**config.mk**
```make
export PLATFORM = sky130hd
export DESIGN_NAME = sprite_bounce_engine
export DESIGN_NICKNAME = d
export VERILOG_FILES = /design/src/rtl/sprite_bounce_pkg.sv /design/src/rtl/sprite_bounce_engine_frame_tick_gen.sv /design/src/rtl/sprite_bounce_engine.sv
export SDC_FILE = /design/constraint.sdc
export NUM_CORES = 1
export LEC_CHECK = 0
export CORE_MARGIN = 4
export CORE_UTILIZATION = 25
export DETAILED_ROUTE_END_ITERATION = 8
export PLACE_DENSITY_LB_ADDON = 0.2
export SKIP_LAST_GASP = 1
export SYNTH_ARGS = -nofsm -noshare
export SYNTH_HDL_FRONTEND = slang
export SYNTH_HIERARCHICAL = 1
export SYNTH_SLANG_ARGS = --single-unit
```
**constraint.sdc**
```tcl
create_clock -name clk -period 7 [get_ports clk]
set_clock_uncertainty 0.15 [all_clocks]
set_input_delay 1.4 -clock clk [delete_from_list [all_inputs] [get_ports clk]]
set_output_delay 1.4 -clock clk [all_outputs]
set_load 0.005 [all_outputs]
```
**src/rtl/sprite_bounce_pkg.sv**
```systemverilog
// Shared state encoding, direction constants and default field size for the
// bouncing-sprite engine.
package sprite_bounce_pkg;

  typedef enum logic [2:0] {IDLE, DRAW, WAIT, ERASE, MOVE} state_t;

  localparam logic DIR_POS = 1'b0;
  localparam logic DIR_NEG = 1'b1;

  localparam int unsigned DEF_SCR_W = 160;
  localparam int unsigned DEF_SCR_H = 120;

endpackage

```
**src/rtl/sprite_bounce_engine_frame_tick_gen.sv**
```systemverilog
// Frame-rate divider: TICK_DIV clocks per frame tick, FRAMES ticks per step.
// step_due pulses for one cycle on the last clock of the last frame.
module frame_tick_gen #(
  parameter int unsigned TICK_DIV = 833334,
  parameter int unsigned FRAMES   = 15
) (
  input  logic clk,
  input  logic resetn,
  input  logic clr,
  input  logic en,
  output logic step_due
);

  localparam int unsigned TW = (TICK_DIV > 1) ? $clog2(TICK_DIV) : 1;
  localparam int unsigned FW = (FRAMES > 1) ? $clog2(FRAMES) : 1;
  localparam logic [TW-1:0] TICK_LAST  = TW'(TICK_DIV - 1);
  localparam logic [FW-1:0] FRAME_LAST = FW'(FRAMES - 1);

  logic [TW-1:0] r_tick;
  logic [FW-1:0] r_frame;
  logic          w_tick_wrap;

  assign w_tick_wrap = en && (r_tick == TICK_LAST);
  assign step_due    = w_tick_wrap && (r_frame == FRAME_LAST);

  always_ff @(posedge clk or negedge resetn) begin
    if (!resetn) begin
      r_tick  <= '0;
      r_frame <= '0;
    end else if (clr) begin
      r_tick  <= '0;
      r_frame <= '0;
    end else if (en) begin
      if (w_tick_wrap) begin
        r_tick  <= '0;
        r_frame <= (r_frame == FRAME_LAST) ? '0 : r_frame + FW'(1);
      end else begin
        r_tick <= r_tick + TW'(1);
      end
    end
  end

endmodule

```
**src/rtl/sprite_bounce_engine.sv**
```systemverilog
// Bouncing-sprite animator: erase, move, redraw one pixel per clk into the VGA adapter.
// Optional `SPRITE_BOUNCE_CNT_EN adds a saturating 16-bit reflection counter output.
module sprite_bounce_engine
  import sprite_bounce_pkg::*;
#(
  parameter int unsigned SCR_W    = DEF_SCR_W,
  parameter int unsigned SCR_H    = DEF_SCR_H,
  parameter int unsigned XW       = 8,
  parameter int unsigned YW       = 7,
  parameter int unsigned SPR_W    = 4,
  parameter int unsigned SPR_H    = 4,
  parameter int unsigned STEP     = 1,
  parameter int unsigned TICK_DIV = 833334,
  parameter int unsigned FRAMES   = 15,
  parameter int unsigned COL_W    = 3
) (
  input  logic             clk,
  input  logic             resetn,
  input  logic             run,
  input  logic             ld_colour,
  input  logic [COL_W-1:0] colour_in,
  output logic [XW-1:0]    x_out,
  output logic [YW-1:0]    y_out,
  output logic [COL_W-1:0] colour_out,
  output logic             plot,
  output logic             busy,
  output logic [XW-1:0]    pos_x,
  output logic [YW-1:0]    pos_y,
  output logic             bounce_x,
  output logic             bounce_y
`ifdef SPRITE_BOUNCE_CNT_EN
  ,
  output logic [15:0]      bounce_cnt
`endif
);

  localparam logic [XW:0]   XMAX    = (XW+1)'(SCR_W - SPR_W);
  localparam logic [YW:0]   YMAX    = (YW+1)'(SCR_H - SPR_H);
  localparam logic [XW:0]   XSTEP   = (XW+1)'(STEP);
  localparam logic [YW:0]   YSTEP   = (YW+1)'(STEP);
  localparam logic [XW-1:0] LAST_DX = XW'(SPR_W - 1);
  localparam logic [YW-1:0] LAST_DY = YW'(SPR_H - 1);
  localparam logic [YW-1:0] Y_INIT  = YW'(SCR_H / 2);

  state_t           r_state;
  logic [XW-1:0]    r_pos_x, r_dx, r_x;
  logic [YW-1:0]    r_pos_y, r_dy, r_y;
  logic             r_dir_x, r_dir_y;
  logic [COL_W-1:0] r_colour, r_col;
  logic             r_plot, r_bx, r_by;

  logic [XW:0]      w_sum_x;
  logic [YW:0]      w_sum_y;
  logic [XW-1:0]    w_nx, w_base_x, w_dx_inc;
  logic [YW-1:0]    w_ny, w_base_y, w_dy_inc;
  logic             w_ndir_x, w_ndir_y, w_bx, w_by;
  logic             w_start, w_last, w_row_end, w_step_due, w_tick_en;
  logic [COL_W-1:0] w_start_col;

  assign w_tick_en = (r_state == WAIT);

  frame_tick_gen #(
    .TICK_DIV(TICK_DIV),
    .FRAMES  (FRAMES)
  ) u_tick (
    .clk     (clk),
    .resetn  (resetn),
    .clr     (!w_tick_en),
    .en      (w_tick_en),
    .step_due(w_step_due)
  );

  // Reflection is computed one bit wider than the coordinate so pos+STEP never wraps.
  always_comb begin
    w_sum_x  = {1'b0, r_pos_x} + XSTEP;
    w_nx     = w_sum_x[XW-1:0];
    w_ndir_x = r_dir_x;
    w_bx     = 1'b0;
    if (r_dir_x == DIR_POS) begin
      if (w_sum_x > XMAX) begin
        w_nx = XMAX[XW-1:0]; w_ndir_x = DIR_NEG; w_bx = 1'b1;
      end
    end else if ({1'b0, r_pos_x} < XSTEP) begin
      w_nx = '0; w_ndir_x = DIR_POS; w_bx = 1'b1;
    end else begin
      w_nx = r_pos_x - XSTEP[XW-1:0];
    end
  end

  always_comb begin
    w_sum_y  = {1'b0, r_pos_y} + YSTEP;
    w_ny     = w_sum_y[YW-1:0];
    w_ndir_y = r_dir_y;
    w_by     = 1'b0;
    if (r_dir_y == DIR_POS) begin
      if (w_sum_y > YMAX) begin
        w_ny = YMAX[YW-1:0]; w_ndir_y = DIR_NEG; w_by = 1'b1;
      end
    end else if ({1'b0, r_pos_y} < YSTEP) begin
      w_ny = '0; w_ndir_y = DIR_POS; w_by = 1'b1;
    end else begin
      w_ny = r_pos_y - YSTEP[YW-1:0];
    end
  end

  assign w_row_end = (r_dx == LAST_DX);
  assign w_last    = w_row_end && (r_dy == LAST_DY);
  assign w_dx_inc  = r_dx + XW'(1);
  assign w_dy_inc  = r_dy + YW'(1);

  // Scan start: the first pixel is registered on the same edge that enters DRAW/ERASE.
  always_comb begin
    w_start     = 1'b0;
    w_base_x    = r_pos_x;
    w_base_y    = r_pos_y;
    w_start_col = r_colour;
    case (r_state)
      IDLE: w_start = run;
      WAIT: begin w_start = run && w_step_due; w_start_col = '0; end
      MOVE: begin w_start = 1'b1; w_base_x = w_nx; w_base_y = w_ny; end
      default: ;
    endcase
  end

  always_ff @(posedge clk or negedge resetn) begin
    if (!resetn) begin
      r_state  <= IDLE;
      r_pos_x  <= '0;
      r_pos_y  <= Y_INIT;
      r_dir_x  <= DIR_POS;
      r_dir_y  <= DIR_POS;
      r_colour <= '1;
      r_dx     <= '0;
      r_dy     <= '0;
      r_x      <= '0;
      r_y      <= '0;
      r_col    <= '0;
      r_plot   <= 1'b0;
      r_bx     <= 1'b0;
      r_by     <= 1'b0;
    end else begin
      r_bx <= 1'b0;
      r_by <= 1'b0;
      if (ld_colour) r_colour <= colour_in;
      case (r_state)
        IDLE:  if (run) r_state <= DRAW;
        DRAW:  if (w_last) r_state <= WAIT;
        WAIT:  if (!run) r_state <= IDLE; else if (w_step_due) r_state <= ERASE;
        ERASE: if (w_last) r_state <= MOVE;
        MOVE: begin
          r_state <= DRAW;
          r_pos_x <= w_nx;
          r_pos_y <= w_ny;
          r_dir_x <= w_ndir_x;
          r_dir_y <= w_ndir_y;
          r_bx    <= w_bx;
          r_by    <= w_by;
        end
        default: r_state <= IDLE;
      endcase
      if (w_start) begin
        r_plot <= 1'b1;
        r_dx   <= '0;
        r_dy   <= '0;
        r_x    <= w_base_x;
        r_y    <= w_base_y;
        r_col  <= w_start_col;
      end else if (r_plot) begin
        if (w_last) begin
          r_plot <= 1'b0;
        end else if (w_row_end) begin
          r_dx <= '0;
          r_dy <= w_dy_inc;
          r_x  <= r_pos_x;
          r_y  <= r_pos_y + w_dy_inc;
        end else begin
          r_dx <= w_dx_inc;
          r_x  <= r_pos_x + w_dx_inc;
        end
      end
    end
  end

`ifdef SPRITE_BOUNCE_CNT_EN
  logic [15:0] r_bcnt;
  always_ff @(posedge clk or negedge resetn) begin
    if (!resetn)
      r_bcnt <= '0;
    else if ((r_state == MOVE) && (w_bx || w_by) && (r_bcnt != '1))
      r_bcnt <= r_bcnt + 16'd1;
  end
  assign bounce_cnt = r_bcnt;
`endif

  assign x_out      = r_x;
  assign y_out      = r_y;
  assign colour_out = r_col;
  assign plot       = r_plot;
  assign busy       = r_state inside {DRAW, ERASE, MOVE};
  assign pos_x      = r_pos_x;
  assign pos_y      = r_pos_y;
  assign bounce_x   = r_bx;
  assign bounce_y   = r_by;

endmodule

```
==> summary.md, run 1 <==
| Metric | Value |
|---|---|
| Setup bufs post-CTS | `0` |
| Crit path max fanout | `15` |
| Achievable frequency | `243.2 MHz` |
| Critical Path AT | `approximately 4200 ps` |
| Initial antenna violation count | `0` |
| Post-Place Cells | `893` |
| Clock Latency Late Sink | `350 ps` |
| PortBufs | `43` |
| Aggregate global-route resource usage | `12.41%` |
| Filler cells | `2206` |
| Max-Slew Margin vs Limit | `53.39%` |
| Kind of end point of the critical path | `register` |
| WL per Instance | `between 15 and 20 um` |
| Router iterations before antenna repair | `5` |
| Final Hold Viols | `0` |
| Main synth FF type | `dfrtp_1` |
| Commonest non-fill, non-tap cell in the layout | `dfrtp_1` |
| Compound-Gate Fraction of Synth Area | `18.70%` |
| Post-synth cell types | `72` |
| Layout area overhead | `18.31%` |
| Setup TNS | `0 ps` |
| Clock network power share | `28.9%` |
| Largest family of logic cells by synthesized area | `simple AND/OR/NAND/NOR gates` |
| Post-Synth Simple-Gate Area | `22.38%` |
| Post-CTS Hold Buffers | `0` |
| Sw frac | `33.90%` |
| CTS tree | `done` |
| Synth Instances | `604` |
| Initial core utilization | `25.56%` |
| P_int | `1194 uW` |
| Via count | `4588` |
| Synth area leader | `dfrtp_1` |
| Die Ht | `155.1 um` |
| Worst Tran Pin Value | `699.2 ps` |
| Synthesized area | `0.005406 mm^2` |
| Largest buffer count on any clock path | `2` |
| Yosys reg bits | `83` |
| Ys async rst share | `100.0%` |
| PD cells | `282.4 mW/mm^2` |
| Fin crit period | `4112 ps` |
| Comb power frac | `33.7%` |
| Root Driver | `clkbuf_16` |
| Multi-input gate area | `0.003120 mm^2` |
| Seq/Total Area, Yosys | `approximately two fifths` |
| Status | `finished, final reports clean` |
| Area contributors post-synth | `dfrtp_1 35%, ha_1 5.8%, nand2_1 4.4%, nor2_1 4.2%, xnor2_1 3.9%` |
| Register area | `0.002086 mm^2` |
| Vias in the first global route | `4634` |
| Clk sink count | `83` |
| Synth Area in Adders | `6.526%` |
| Worst Hold Class | `reg2reg` |
| CP Launch Type | `register` |
| Syn Area/Cell | `8.951 um^2` |
| DRC Markers | `0` |
| Layout cells sized above 1 | `7.571%` |
| Post-DP HPWL | `between 10000 and 15000 um` |
| CTS buffer count | `9` |
| Post_cts resized | `0` |
| Core area | `0.02115 mm^2` |
| Antenna Violating Nets Remaining | `0` |
| Nets | `663` |
| Synthesized Nets | `638` |
| Pleak | `0.002598 uW` |
| Iteration-0 DRC Markers | `298` |
| Number of synthesized flops with an enable pin | `0` |
| YS warnings | `6` |
| Worst vdd ir | `0.1368 mV` |
| Layout Utilization | `30.24%` |
| CTS H-tree lvls | `3` |
| Die ar. | `0.02404 mm^2` |
| Die width | `between 150 and 200 um` |
| # setup viols final | `0` |
| Top-area cell type share of the netlist area | `35.18%` |
| RSZ-0062 raised after global routing | `no` |
| GPL Wtd Cong | `slightly above 0.8` |
| N_diodes | `0` |
| Critical Path RT | `7040 ps` |
| Final cell count without fillers | `909` |
| Flop pwr share | `37.4%` |
| DR vias/cell | `5.047` |
| Tcrit/Tclk final | `roughly three fifths` |
| Rows | `53` |
| Synth Area in XOR/XNOR | `7.614%` |
| Total wire length | `14480 um` |
| First-pass GRT wire length | `around 24000 um` |
| Commonest non-fill, non-tap cells in the layout | `76 x dfrtp_1, 64 x nand2_1, 60 x nor2_1` |
| Reg clk slew, reported paths | `70 ps` |
| Psw | `about 610 uW` |
| Number of max-cap violations | `0` |
| I/O pin total | `44` |
| Pin count of the biggest net entering global routing | `slightly above 50` |
| GR Overflow Total | `0` |
| CP Class | `reg2reg` |
| Hold WS | `approximately 360 ps` |
| Mux cell area share after synthesis | `2.175%` |
| Pins Over Slew Limit | `0` |
-- routing by layer --
metal	share of wire [%]	GRT usage, %	routed length [um]	vias to the layer above
met2	45	19.05	6572	88
met5	0	0	0	-
met3	3.9	3.060	560	12
li1	-	-	-	2237
met1	50	17.60	7186	2251
met4	1.1	2.944	163	0
-- state kept, by name, indices dropped and copies added (netlist names), 3 cells and up --
signal	cells
colour_out	3
pos_x	8
pos_y	7
r_colour	3
r_dx	8
r_dy	7
r_state	3
u_tick/r_frame	4
u_tick/r_tick	20
x_out	8
y_out	7
-- power groups by stage --
stage               combinational [uW]  clock, uW  sequential, uW
floorplan                          423          0             650
global placement                   598          0             681
detailed placement                 614          0             682
CTS                                618        543             675
global route                       686        562             688
finish                             609        521             676
-- cells in the mapped netlist, types with 8 or more instances --
library cell and instances:
nor2_1 60, nand3_1 23, nand2_1 64, dfrtp_1 76
a21oi_1 27, and3_1 8, nand4_1 8, inv_1 20
ha_1 25, a31oi_1 11, xnor2_1 24, nor3_1 12
or3_1 8, xor2_1 23, o21ai_0 36, clkbuf_1 26
-- critical path, cell delays in order, from the launching register on --
cell	delay (ps)
dfrtp_1	480
inv_1	120
or3_1	620
inv_1	320
nand4b_1	200
nor4_4	430
and3_1	210
nand2b_1	120
a211o_1	520
and2_4	290
a222oi_1	360
o21ai_0	140
-- worst paths after layout --
path / from / endpoint / slack (ps) / cells past startpoint
max: r_state[1] / x_out[2] / 2890 / 11
min: r_colour[1] / colour_out[1] / 360 / 2
max reg2reg: r_state[1] / x_out[2] / 2890 / 11
min reg2reg: r_colour[1] / colour_out[1] / 360 / 2
max in group asynchronous: resetn / y_out[2] / 4780 / 2
min in group asynchronous: resetn / pos_x[2] / 870 / 1
-- area by class of cell --
cell class / count / area share (%)
tap: 275 / 5.380
inverter: 20 / 1.174
clock inverter: 4 / 1.154
sequential: 83 / 32.61
multi-input combinational: 469 / 48.79
timing repair buffer: 46 / 7.042
clock buffer: 12 / 3.854
-- per-stage QoR --
stage | total power (uW) | worst slack [ps] | instance area, um^2
2_1_floorplan | 1073 | 3486 | 5406
3_3_place_gp | 1279 | 3134 | 6076
3_5_place_dp | 1296 | 2919 | 6076
4_1_cts | 1836 | 2886 | 6396
5_1_grt | 1936 | 2593 | 6396
6_report | 1806 | 2888 | 6396
-- cells by family after synthesis --
logic type,count (synthesis)
flip-flops,83
adder cells (fa/ha/maj),27
AND/OR/NAND/NOR,234
multiplexers,11
buffers and inverters,52
XOR/XNOR,47
AO/OA/AOI/OAI,150
Note: power is estimated with default switching activity, not from simulation.
==> inputs of run 2 (changes only) <==
Clock period 7 ns to 3.5 ns, I/O delays scaled along.
==> run 2 against run 1 <==
- wire length fell by 3.6%
- sequential power rose by 97%
- fmax rose by 30%
- critical path type unchanged
==> summary.md, run 2 (same netlist as run 1, synthesis figures left out) <==
| Metric | Value |
|---|---|
| Status | `finished, final reports clean` |
| Iteration-0 DRC Markers | `approximately 220` |
| Critical Path RT | `3580 ps` |
| RSZ-0062 raised after global routing | `no` |
| Top reg by flops | `u_tick/r_tick` |
| CTS buffer count | `9` |
| CTS tree | `done` |
| GPL Wtd Cong | `around 0.86` |
| Kind of end point of the critical path | `register` |
| CP Class | `reg2reg` |
| Die Ht | `between 150 and 200 um` |
| Worst vdd ir | `approximately 0.24 mV` |
| Nets | `673` |
| Pleak | `0.002648 uW` |
| First-pass GRT wire length | `23710 um` |
| Root Driver | `clkbuf_16` |
| Largest buffer count on any clock path | `2` |
| Clock Latency Late Sink | `350 ps` |
| Fin crit period | `~3200 ps` |
| Core area | `0.02115 mm^2` |
| WL per Instance | `15.18 um` |
| DRC Markers | `0` |
| Achievable frequency | `315.3 MHz` |
| CP max-delay cell | `dfrtp_2` |
| Total wire length | `13950 um` |
| Worst reg2reg setup slack | `330 ps` |
| Number of max-cap violations | `0` |
| Top cell by count, worst path | `inv_1` |
| PortBufs | `43` |
| Initial core utilization | `25.56%` |
| Post-DP Area | `slightly above 0.006 mm^2` |
| PD cells | `~560 mW/mm^2` |
| Via count | `4552` |
| Vias in the first global route | `4533` |
| Worst Hold Class | `in2async` |
| Fin area | `0.006492 mm^2` |
| Final Hold Viols | `0` |
| CTS H-tree lvls | `3` |
| Initial antenna violation count | `0` |
| Setup bufs post-CTS | `0` |
| Filler cells | `2220` |
| Worst Tran Pin Value | `733.0 ps` |
| Clk sink count | `83` |
| Multi-input gate area | `0.003120 mm^2` |
| CP Launch Type | `register` |
| Critical Path AT | `3250 ps` |
| Pins Over Slew Limit | `0` |
| # setup viols final | `0` |
| Commonest non-fill, non-tap cells in the layout | `75 x dfrtp_1, 64 x nand2_1, 60 x nor2_1` |
| Router iterations before antenna repair | `5` |
| CP delay by family, top | `simple AND/OR/NAND/NOR gates` |
| DR vias/cell | `4.953` |
| Critical path buffers and inverters | `2` |
| Layout Utilization | `between 30% and 40%` |
| Register area | `about 0.0021 mm^2` |
| Crit-path cells | `inv_1, or3_1, inv_1, nand4b_1, nor4_4, and3_1, nand2b_1, a211o_1, and2_4, a22o_1, a221o_1` |
| Max-Slew Margin vs Limit | `51.13%` |
| Rows | `53` |
| Commonest non-fill, non-tap cell in the layout | `dfrtp_1` |
| Crit path max fanout | `14` |
| Layout cells sized above 1 | `roughly a tenth` |
| Antenna Violating Nets Remaining | `0` |
| Reg clk slew, reported paths | `70 ps` |
| Aggregate global-route resource usage | `12.04%` |
| Layout area overhead | `20.09%` |
| Crit-path max cell delay | `approximately 430 ps` |
| Tcrit/Tclk final | `between 90 and 100%` |
| Post-DP HPWL | `10000 um` |
| Pin count of the biggest net entering global routing | `84` |
| Die width | `~160 um` |
| Die ar. | `about 0.024 mm^2` |
| N_diodes | `0` |
| Setup TNS | `0 ps` |
| I/O pin total | `44` |
| GR Overflow Total | `0` |
| Max reg flops | `20` |
[run 2: changes by cell type in the layout (fill, tap and decap cells not counted)]
cell	before	now
clkbuf_1	2	1
clkinv_2	1	0
clkinvlp_4	0	1
dfrtp_2	0	1
buf_4	4	13
dfrtp_1	76	75
buf_12	0	1
clkinv_4	0	1
[run 2: layout make-up]
type	count	area share [%]
Clock buffer	11	3.739
Clock inverter	5	1.310
Inverter	20	1.156
Multi-Input combinational cell	469	48.06
Sequential cell	83	32.14
Tap cell	275	5.300
Timing Repair Buffer	56	8.287
[run 2: path summary, 6_finish.rpt]
check / from / end / depth (start not counted)
min reg2reg: colour_out[1] / colour_out[1] / 2
max in group asynchronous: resetn / r_colour[0] / 2
min: resetn / r_dir_x / 2
max: r_state[1] / x_out[4] / 11
max reg2reg: r_state[1] / x_out[4] / 11
min in group clk: colour_out[1] / colour_out[1] / 2
[run 2: report_power, final]
group | total (uW) | internal (uW) | switching (uW) | leakage (uW)
Clock | 1050 | 649 | 403 | 0.000156
Sequential | 1330 | 1140 | 187 | 0.00108
Combinational | 1240 | 616 | 624 | 0.00141
[run 2: what timing repair did]
item	CTS	global route
setup endpoints to repair	0	1
gates resized for setup	0	1
hold buffers	0	0
[run 2: worst reg2reg max path, delay by kind of cell, from the launching register on]
kind                   cells  cell delay [ps]
DFF                        1              430
and+or+nand+nor            6             1410
AOI/OAI and AO/OA          3              890
buffers and inverters      2              170
[run 2: metrics by stage]
stage                     hold slack (ps)  worst slack (ps)  cells  power (uW)
final                               249.4             328.0    919        3621
after detailed placement            319.9             277.2    903        2604
after global placement              334.1             369.3    903        2576
after global routing                275.4             40.29    919        3898
after floorplan                     254.4             52.36    604        2146
after CTS                           250.8             230.8    919        3687
[run 2: layer usage]
metal | global-route usage (%) | part of all wire, % | vias to the layer above | routed length [um]
met5 | 0 | 0 | - | 0
met4 | 3.322 | 1.2 | 0 | 167
met3 | 2.865 | 4.6 | 11 | 645
met2 | 19.11 | 46 | 91 | 6463
met1 | 16.43 | 48 | 2203 | 6678
li1 | - | - | 2247 | -
==> inputs of run 3 (changes only) <==
Settings changed: SLEW_MARGIN set to 20.
==> results of run 3 <==
The final DEF is identical to that of run 2; final timing and power are the same.
